==> src/rtl/four_bit_less_than_pkg.sv <==
// Shared definitions for the 4-bit unsigned magnitude comparator.
package four_bit_less_than_pkg;

   localparam int CMP_WIDTH = 4;

   // Compare outcome for downstream decoders that prefer a single code.
   typedef enum logic [1:0] {
      LT = 2'd0,
      EQ = 2'd1,
      GT = 2'd2
   } cmp_e;

   function automatic cmp_e to_cmp(input logic lt, input logic eq);
      if (lt)
         return LT;
      else if (eq)
         return EQ;
      else
         return GT;
   endfunction

endpackage

==> src/rtl/four_bit_less_than_bit_cell.sv <==
// One-bit slice of the MSB-first comparator chain; a decided "less than"
// from a higher bit passes straight through, otherwise this bit may decide it.
module less_than_bit_cell (
   input  logic a,
   input  logic b,
   input  logic lt_in,
   input  logic eq_in,
   output logic lt_out,
   output logic eq_out
);

   assign lt_out = lt_in | (eq_in & ~a & b);
   assign eq_out = eq_in & ~(a ^ b);

endmodule

==> src/rtl/four_bit_less_than.sv <==
// Unsigned 4-bit comparator: counter vs leading-zero-detector count.
// Define FOUR_BIT_LESS_THAN_REG_OUT_EN to add the registered result_reg output.
module four_bit_less_than
   import four_bit_less_than_pkg::*;
(
   input  logic                 clk,
   input  logic                 rst,
   input  logic [CMP_WIDTH-1:0] counter,
   input  logic [CMP_WIDTH-1:0] lzd_output,
   output logic                 result,
   output logic                 equal,
`ifdef FOUR_BIT_LESS_THAN_REG_OUT_EN
   output logic                 greater,
   output logic                 result_reg
`else
   output logic                 greater
`endif
);

   // Index CMP_WIDTH is the seed entering the MSB cell; index 0 is the final stage.
   logic [CMP_WIDTH:0] lt_chain;
   logic [CMP_WIDTH:0] eq_chain;

   assign lt_chain[CMP_WIDTH] = 1'b0;
   assign eq_chain[CMP_WIDTH] = 1'b1;

   for (genvar i = CMP_WIDTH - 1; i >= 0; i--) begin : g_cell
      less_than_bit_cell u_cell (
         .a      (counter[i]),
         .b      (lzd_output[i]),
         .lt_in  (lt_chain[i+1]),
         .eq_in  (eq_chain[i+1]),
         .lt_out (lt_chain[i]),
         .eq_out (eq_chain[i])
      );
   end

   assign result  = lt_chain[0];
   assign equal   = eq_chain[0];
   assign greater = ~(lt_chain[0] | eq_chain[0]);

`ifdef FOUR_BIT_LESS_THAN_REG_OUT_EN
   always_ff @(posedge clk) begin
      if (rst)
         result_reg <= 1'b0;
      else
         result_reg <= result;
   end
`else
   // Clock and reset only serve the optional register.
   logic unused_clk_rst;
   assign unused_clk_rst = ^{clk, rst};
`endif

endmodule

==> config.mk <==
export PLATFORM = sky130hd
export DESIGN_NAME = four_bit_less_than
export DESIGN_NICKNAME = d
export VERILOG_FILES = /design/src/rtl/four_bit_less_than_pkg.sv /design/src/rtl/four_bit_less_than_bit_cell.sv /design/src/rtl/four_bit_less_than.sv
export SDC_FILE = /design/constraint.sdc
export NUM_CORES = 1
export LEC_CHECK = 0
export CAP_MARGIN = 20
export CELL_PAD_IN_SITES_DETAIL_PLACEMENT = 1
export CELL_PAD_IN_SITES_GLOBAL_PLACEMENT = 2
export CORE_AREA = 5 5 42 44
export DETAILED_ROUTE_END_ITERATION = 8
export DIE_AREA = 0 0 47 49
export DONT_BUFFER_PORTS = 1
export GPL_TIMING_DRIVEN = 1
export MAX_ROUTING_LAYER = met4
export PLACE_DENSITY_LB_ADDON = 0.2
export SETUP_SLACK_MARGIN = 0.4
export SYNTH_ARGS = -nofsm -noshare
export SYNTH_HDL_FRONTEND = slang
export SYNTH_HIERARCHICAL = 1
export SYNTH_SLANG_ARGS = --single-unit
==> constraint.sdc <==
create_clock -name vclk -period 1.3
set_input_delay 0.26 -clock vclk [all_inputs]
set_output_delay 0.26 -clock vclk [all_outputs]
set_load 0.01 [all_outputs]
==> impl_metrics.sql <==
INSERT INTO impl_metrics (metric_group, metric, value, unit) VALUES
('run_status', 'outcome', 'complete, but fails checks', ''),
('run_status', 'violations_in_the_final_reports', 'setup timing', ''),
('yosys', 'netlist_area_before_placement', '116', 'um^2'),
('placed_design', 'dp_hpwl', '291', 'um'),
('yosys', 'mean_area_per_synthesized_cell', '6.12', 'um^2'),
('min_path', 'timing.hold.worst_path_depth', '1', ''),
('worst_setup_path', 'worst_setup_path_startpoint', 'counter[3]', ''),
('worst_setup_path', 'cp_data_arrival_time', '1.10', 'ns'),
('worst_setup_path', 'critical_path_fanouts_max', '2', ''),
('global_route', 'grt.busiest_layer', 'met2', ''),
('sta', 'setup_tns', '-0.0562', 'ns'),
('yosys', 'synth.yosys.warnings', '6', ''),
('drt', 'antenna_left', '0', ''),
('global_route', 'number_of_antenna_violations_at_the_first_check_in_global_routing', '0', ''),
('power_and_ir_drop', 'p_leak', '0.0755', 'nW'),
('worst_setup_path', 'worst-setup-path-type', 'input pin to output port', ''),
('finish', 'finish.net_count', '32', ''),
('drt', 'post-route-drc-count', '0', ''),
('sta', 'setup_viol_count_final', '1', ''),
('finish', 'drive_above_1_share', '45.0', '%'),
('worst_setup_path', 'timing.critical_path.mode_cell', 'sky130_fd_sc_hd__o21bai_1', ''),
('finish', 'regArea', '0', 'um^2'),
('drt', 'detail_route.vias_per_cell', '3.36', ''),
('power_and_ir_drop', 'power.density_cell_area', '274', 'nW/um^2'),
('global_route', 'grt.overflow.total', '0', ''),
('worst_setup_path', 'cp_cell_sequence', 'xnor2_2 -> and2_4 -> nand2_1 -> o21bai_1 -> o21bai_1 -> o21bai_4 -> nor2_4', ''),
('placed_design', 'postPlaceCellArea', '174', 'um^2'),
('power_and_ir_drop', 'ir_worst_vdd', '0.0658', 'mV'),
('die', 'chipHeight', '49', 'um'),
('sta', 'final_report_hold_violation_count', '0', ''),
('worst_setup_path', 'crit_required', '1.04', 'ns'),
('worst_setup_path', 'setup.worst_path.start_class', 'input pin', ''),
('die', 'io_pins', '13', ''),
('drt', 'totalWireLength', '296', 'um'),
('die', 'placeableCoreArea', '1400', 'um^2'),
('sta', 'layout_worst_path_cycle_share', '104', '%'),
('worst_setup_path', 'last_element_of_the_critical_path', 'greater', ''),
('die', 'die-width', '47', 'um'),
('sta', 'final.min_clock_period', '1.36', 'ns'),
('global_route', 'gr-usage-all-layers', '2.16', '%'),
('finish', 'area.growth.synth_to_final', '64.5', '%'),
('global_route', 'globalRouteMet3Util', '0', '%'),
('sta', 'drv_slew', '0', ''),
('drt', 'drt_first_pass_iters', '1', ''),
('die', 'initial_utilization', '8.30', '%'),
('finish', 'clock_buffers', '0', ''),
('placed_design', 'place.detailed.instances', '36', ''),
('finish', 'diodes', '0', ''),
('placed_design', 'gp_routability_congestion', '0.572', ''),
('worst_setup_path', 'cpMaxStageDelayCell', 'sky130_fd_sc_hd__o21bai_4', ''),
('placed_design', 'placement.io_buffers', '0', ''),
('global_route', 'grt_max_degree', '3', ''),
('die', 'dieArea', '2300', 'um^2'),
('drt', 'via_count', '121', ''),
('sta', 'max_freq', '737', 'MHz'),
('global_route', 'grt_util_met2', '3.85', '%'),
('worst_setup_path', 'critPathMaxStageDelay', '0.20', 'ns'),
('min_path', 'min_delay_path_class', 'input pin to output port', ''),
('yosys', 'synth_cell_type_count', '6', ''),
('drt', 'avgRoutedWirePerCell', '8.22', 'um'),
('global_route', 'first_pass_grt_wire_length', '400', 'um'),
('clock_network', 'post-cts-setup-buffer-count', '0', ''),
('sta', 'rsz0062_at_grt', 'true', ''),
('die', 'num_rows', '14', ''),
('finish', 'post-route-util', '13.7', '%'),
('yosys', 'synth.yosys.seq_area_share', '0', '%'),
('finish', 'design_area', '191', 'um^2'),
('worst_setup_path', 'crit_path_end_kind', 'output port', ''),
('placed_design', 'dp_worst_setup_slack', '-0.144', 'ns'),
('drt', 'drt_first_iter_violations', '0', ''),
('finish', 'nFlopsAndLatches', '0', ''),
('flow_run', 'cap_viol_max_count', '0', ''),
('global_route', 'grt_pass1_vias', '123', ''),
('sta', 'setup_ws', '-0.0562', 'ns'),
('global_route', 'grtUsageMet1', '2.84', '%'),
('finish', 'layout.cells.non_filler', '36', ''),
('yosys', 'netlist_instances', '19', '');
-- stage by stage --
stage | hold slack (ns) | total power [mW]
after floorplan | 0.580 | 0.0431
after global routing | 0.605 | 0.0570
after CTS | 0.602 | 0.0535
after detailed placement | 0.587 | 0.0477
final | 0.600 | 0.0525
after global placement | 0.586 | 0.0468
-- final cells by class --
class / count / area, um^2
multi-input cells: 20 / 171
fillers: 184 / 1210
well taps: 16 / 20.0
-- Yosys cell counts (all sizes together) --
cell    n  area, um^2
and2    4        25.0
nand2   4        15.0
o21bai  4        30.0
xnor2   4        35.0
conb    2        7.51
nor2    1        3.75
-- report_power, final --
part	internal [mW]	total [mW]	switching [mW]	leakage, nW
Combinational	0.0326	0.0525	0.0198	0.0755
Clock	0	0	0	0
Sequential	0	0	0	0
Total	0.0326	0.0525	0.0198	0.0755
-- critical path: cells and delay by family --
family	cells	cell delay, ns
AOI/OAI and AO/OA	3	0.41
and+or+nand+nor	3	0.31
xor gates and xnor gates	1	0.11
-- per-layer routing --
layer  wire length, um  vias up
met2               136        9
met1                95       54
li1                  -       58
met3                64        0
met5                 0        -
met4                 0        0
-- repair_timing --
item	CTS	global route
gates resized for setup	4	0
hold buffers	0	0
gates cloned	0	0
pin swaps	5	0
endpoints found under the setup margin	3	3
-- cell families (layout without fill, tap and decap cells) --
| family | count (synthesis) | in the layout | synth area share, % |
|---|---|---|---|
| xor+xnor | 4 | 4 | 30.1 |
| compound gates | 4 | 4 | 25.8 |
| simple gates | 9 | 9 | 37.6 |
| other cells | 2 | 3 | 6.45 |
-- cell usage in the layout, fill, tap and decap left out --
cell,n
sky130_fd_sc_hd__and2_4,4
sky130_fd_sc_hd__conb_1,3
sky130_fd_sc_hd__nand2_1,3
sky130_fd_sc_hd__nand2_4,1
sky130_fd_sc_hd__nor2_4,1
sky130_fd_sc_hd__o21bai_1,3
sky130_fd_sc_hd__o21bai_4,1
sky130_fd_sc_hd__xnor2_1,2
sky130_fd_sc_hd__xnor2_2,2
-- worst min path at each step --
stage               startpoint  endpoint  slack [ns]
floorplan           counter[0]    result        0.58
global placement    counter[0]    result        0.59
detailed placement  counter[0]    result        0.59
CTS                 counter[0]    result        0.60
global route        counter[0]    result        0.61
finish              counter[0]    result        0.60
Power figures use the tool's default switching activity.
